File: src/rtl/instr_fetch_stage.sv
// instr_fetch_stage
//    Fetch stage that sits directly in front of the main decoder. It holds the
//    PC and a small word-addressed instruction memory. Each fetched word and
//    its PC+4 are registered into the IF/ID slot. The slot can be held
//    (stall) or flushed and redirected (branch).
//
// Ports
//    clk            clock; all state updates on the rising edge
//    rst            synchronous active-high reset
//    stall          hold the PC and the IF/ID slot
//    branch_taken   redirect fetch to branch_target and flush the IF/ID slot
//    branch_target  redirect address; bits [1:0] are forced to zero
//    imem_we        instruction memory write enable (program load)
//    imem_waddr     word index to write
//    imem_wdata     instruction word to write
//    pc             current fetch address
//    if_id_instr    registered instruction
//    if_id_pc4      registered PC+4 of that instruction
//    if_id_valid    the slot holds a real instruction
//    opcode         if_id_instr[31:26], sent to the decoder
module instr_fetch_stage #(
   parameter int          IMEM_DEPTH = 64,
   parameter logic [31:0] RESET_PC   = 32'h0000_0000
) (
   input  logic                          clk,
   input  logic                          rst,
   input  logic                          stall,
   input  logic                          branch_taken,
   input  logic [31:0]                   branch_target,
   input  logic                          imem_we,
   input  logic [$clog2(IMEM_DEPTH)-1:0] imem_waddr,
   input  logic [31:0]                   imem_wdata,
   output logic [31:0]                   pc,
   output logic [31:0]                   if_id_instr,
   output logic [31:0]                   if_id_pc4,
   output logic                          if_id_valid,
   output logic [5:0]                    opcode
);

   localparam int AW = $clog2(IMEM_DEPTH);

   logic [31:0] imem [IMEM_DEPTH];
   logic [31:0] fetch_word;
   logic [31:0] pc_plus4;

   // The read is combinational. The PC bits above the index are ignored,
   // so fetch addresses wrap modulo the memory size.
   assign fetch_word = imem[pc[2 +: AW]];
   assign pc_plus4   = pc + 32'd4;
   assign opcode     = if_id_instr[31:26];

   // The memory is not reset, and writes ignore rst, stall and branch.
   // Fetch reads the array before this edge updates it, so a fetch that
   // reads the word being written gets the old contents.
   always_ff @(posedge clk) begin
      if (imem_we) begin
         imem[imem_waddr] <= imem_wdata;
      end
   end

   always_ff @(posedge clk) begin
      if (rst) begin
         pc          <= RESET_PC;
         if_id_instr <= 32'd0;
         if_id_pc4   <= 32'd0;
         if_id_valid <= 1'b0;
      end else if (branch_taken) begin
         // A branch beats a stall. The slot is flushed to an all-zero word.
         pc          <= branch_target & ~32'd3;
         if_id_instr <= 32'd0;
         if_id_pc4   <= 32'd0;
         if_id_valid <= 1'b0;
      end else if (!stall) begin
         pc          <= pc_plus4;
         if_id_instr <= fetch_word;
         if_id_pc4   <= pc_plus4;
         if_id_valid <= 1'b1;
      end
   end

endmodule

File: config.mk
export PLATFORM = sky130hd
export DESIGN_NAME = instr_fetch_stage
export DESIGN_NICKNAME = d
export VERILOG_FILES = /design/src/rtl/instr_fetch_stage.sv
export SDC_FILE = /design/constraint.sdc
export NUM_CORES = 2
export LEC_CHECK = 0
export CAP_MARGIN = 15
export CELL_PAD_IN_SITES_DETAIL_PLACEMENT = 1
export CELL_PAD_IN_SITES_GLOBAL_PLACEMENT = 1
export CORE_ASPECT_RATIO = 0.5
export CORE_UTILIZATION = 60
export CTS_BUF_LIST = sky130_fd_sc_hd__clkbuf_4
export DETAILED_ROUTE_END_ITERATION = 12
export PLACE_DENSITY_LB_ADDON = 0.25
export REMOVE_ABC_BUFFERS = 1
export SLEW_MARGIN = 20
export SYNTH_ARGS = -nofsm -noshare
export SYNTH_HDL_FRONTEND = slang
export SYNTH_SLANG_ARGS = --single-unit
File: constraint.sdc
create_clock -name clk -period 10.9 [get_ports clk]
set_input_delay 3.27 -clock clk [delete_from_list [all_inputs] [get_ports clk]]
set_output_delay 3.27 -clock clk [all_outputs]
set_load 0.01 [all_outputs]
; Word level (Yosys, flattened, before mapping)
; Memories as Yosys holds them, arrays and structs flattened. A register that Yosys moved wholly into a read port is not among the register bits.
; Index checks and enable logic that the tools add are counted.
[totals]
reg_bits = 65
ramBits = 2048
output_inout_bits = 103
wordCells = 13
mem_count = 1
[classes]
addsub = 1
eq_ne = 1
mux = 4
n_reduce_logical = 2
[mem_list]
columns = memory, depth, word_bits, read_ports, rd_ports_with_merged_regs, wr, line
row1 = imem, 64, 32, 1, 1, 1, 42  ; logic [31:0] imem [IMEM_DEPTH];
[ops]
columns = cell, n
row1 = 2-to-1 mux 32 bit, 2
row2 = "adder 32 x 3 -> 32 bit, second input constant", 1
row3 = 2-to-1 mux 1 bit, 2
row4 = "inequality test 2 x 1 -> 1 bit, second input constant", 1
row5 = OR reduction 2 bit, 1
row6 = logical NOT 1 bit, 1

; Logic depth before layout (Yosys ltp)
[logic_depth]
ltp_word = 3
depth_mapped = 10

; Least setup slack after synthesis
; No wires, ideal clock.
[synth_path]
kind = input to register
start = input port imem_waddr[4]
end = memory imem[32][0] (enable)
arrival_time_ns = 6.116
t_required_ns = 10.439
path_slack_ns = 4.323
path_stages = 4
cell_sequence = clkbuf_1 nor4bb_1 nand2b_1 nor3_1
[synth_rtl]
columns = element, line
row1 = from (decl), 31  ; input logic [$clog2(IMEM_DEPTH)-1:0] imem_waddr,
row2 = to (decl), 42
; Straight into the memory's write port.

; Worst setup path after layout
[layout_path]
start = register pc[4]
end = output port pc[4]
[layout_rtl]
columns = element, line
row1 = from (decl), 33  ; output logic [31:0] pc,
row2 = from (signal assigned), 69  ; pc <= branch_target & ~32'd3;
row3 = from (signal assigned), 74  ; pc <= pc_plus4;
; No word-level cell between the ends.

==> results.txt <==
Layout cells sized above 1: 0.317
Register area: 63,400 um2
Footprint of the multi-input gates: 18,200 um2
Routability Congestion: 0.798
CP Buf/Inv Count: 1
FFs w/ async S/R, synth: 0
DRT antenna net count: 0
IO buf count: 171
Fin util: 0.683
Hpwl dp: 124,000 um
Mapped Area: 82,300 um2
Max stage delay on crit path: 0.78 ns
Die area: 139,000 um2
Tot GR Track Use: 0.379
Clk root buf: clkbuf_4
Synthesized instance count: 3,906
Core area: 135,000 um2
Maximum vdd drop: 0.0867 mV
Final Max Tran Viols: 0
CTS Buf Count: 461
First-pass GRT wire length: 366,000 um
Worst hold path class: reg -> reg
Leakage power: 0.0288 uW
CP delay by family, top: flip-flops
Synth Flop Type: edfxtp_1
Tightest Pin Transition: 1.47 ns
Total Power: 16,500 uW
Req. time, crit path: 7.63 ns
Cts repair resizes: 0
Area leader, netlist: edfxtp_1
Initial antenna violation count: 23
Slew margin rel.: 0.00906
RSZ-0062 raised after global routing: no
Unique masters post-synth: 62
Period utilization: 0.564
Finished Cell Area: 92,200 um2
Critical path type: reg -> out
Synth top area cells: edfxtp_1 (75%), mux4_2 (12%), dfxtp_1 (2.3%)
Syn_area_per_cell: 21.1 um2
Die W: 526 um
Post-synth top area share: 0.747
Die height: 264 um
Vias in the first global route: 49,100
Slowest stage cell, crit path: dfxtp_4
Period minus WS final: 6.15 ns
Avg WL per Cell: 40.8 um
Largest net degree at the start of global routing: 146
Clock skew: 0.0924 ns
Worst setup EP type: primary output
Clk sinks: 2,141
GRT overflow: 0
Synthesized flop and latch total: 2,141
Cells along the critical path: clkdlybuf4s50_1
Synth-to-Final Area Change: 12.1%
TritonCTS clock tree: yes
Vias per cell: 7.24
Post-synth EDFFs: 2,048
DRC viols: 0
# nets final: 4,502
Maximum buffer depth of the clock tree: 4
Total Wirelength: 268,000 um
I/O pin cnt: 178
Placed inst area: 86,500 um2
Drt pass-1 iters: 6
Clock-pin transition on the worst setup and hold timing paths: 0.07 ns
H-tree depth: 5
Outcome: finished, violations left
DR iter-0 viols: 9,048
Hold Violations, Final: 0
Max FO, Critical Path: 37
Placed cells: 5,754
P per Cell Area: 179 nW/um2
Max Cap Viol: 1
YS warnings: 0
Sequential fraction of the synthesis area: 0.770
Starting Density: 0.609
Worst Path Arrival: 2.88 ns
Setup Fix Bufs, Post-CTS: 0
Final Non-Filler Cells: 6,553
Vias: 47,400
Max Freq: 163 MHz
Crit start category: flip-flop
Final setup fails: 0
Failing checks: max-capacitance violations
Row cnt: 95
Clk_lat worst skew: 1.36 ns
FILL cells: 10,800
Hold Buf Count CTS: 0
[power breakdown]
| group | internal, uW | switching, uW | leakage (uW) |
|---|---|---|---|
| combinational | 362 | 652 | 0.00627 |
| clock | 2910 | 3510 | 0.00335 |
| sequential | 9070 | 56.2 | 0.0192 |
| total | 12300 | 4210 | 0.0288 |
[per-layer routing]
layer  track usage  vias up  routed length, um
met3         0.118      790              41900
met1         0.508    24200              89700
met5             0        -                 53
li1              -    17600                  -
met4         0.160        8              13000
met2         0.583     4798             123000
[placed cells by master, fill, tap and decap left out, types with 63 or more instances in the layout]
cell / n
nand2_1: 77
a211oi_1: 107
dfxtp_1: 89
mux2i_1: 101
mux4_2: 447
a22oi_1: 65
clkinv_1: 74
clkdlybuf4s50_1: 139
nor2_1: 72
mux2_2: 63
clkbuf_4: 687
nor2_4: 65
buf_4: 146
edfxtp_1: 2048
a22o_1: 67
[synthesized netlist by cell type, drive strengths merged (2+ instances only)]
library cell  number
o221a             31
nand4             14
nor4b              2
and2               5
mux4             447
mux2i            101
nand3             48
a22oi             65
a221oi            34
xor2              12
xnor2             31
nand2b            36
or2                2
or3                6
nor3b             33
o21a               2
a22o              67
a32o              31
a21o               7
mux2              64
nand3b             4
a311oi             3
dfxtp             93
o21ai             46
a21oi             29
buf              124
a221o              5
edfxtp          2048
nor2b              9
nand2             77
clkbuf           130
nor3              13
a211oi           107
inv                5
nor4              15
nor2             138
and4               6
[cell type report]
cell class / count / share of cell area
well taps: 1794 / 0.0243
diodes: 15 / 0.000407
multi-input cells: 1509 / 0.198
clock buffers: 687 / 0.0559
inverters: 5 / 0.000203
flip-flops and latches: 2141 / 0.687
repair buffers: 308 / 0.0294
clock inverters: 94 / 0.00479
[cell families after synthesis]
kind of cell               after synthesis  synth area share
adders and majority gates                1          0.000152
muxes                                  612             0.143
and+or+nand+nor                        413            0.0252
buffers and inverters                  259            0.0149
DFF                                   2141             0.770
AOI/OAI and AO/OA                      436            0.0418
other                                    1         0.0000456
xor gates and xnor gates                43           0.00458
[per-stage QoR]
step                      worst slack (ns)  hold WS (ns)  TNS [ns]
after floorplan                     -13.35         0.483  -1172.90
after global placement                4.52         0.436         0
after detailed placement              4.28         0.453         0
after CTS                             4.66         0.470         0
after global routing                  4.65         0.502         0
final                                 4.75         0.469         0
[flip-flops by register name, summed over array words and instances (netlist names)]
signal,flops
imem,2048
if_id_instr,32
if_id_pc4,30
pc,30
if_id_valid,1
[worst paths after layout]
| check | slack [ns] | cells past startpoint | from | end |
|---|---|---|---|---|
| hold reg to reg | 0.47 | 1 | if_id_pc4[10] | if_id_pc4[10] |
| setup / recovery | 4.75 | 1 | pc[4] | pc[4] |
| setup reg to reg | 5.13 | 7 | pc[4] | if_id_instr[12] |
| hold / removal | 0.47 | 1 | if_id_pc4[10] | if_id_pc4[10] |
Power figures use the tool's default switching activity.
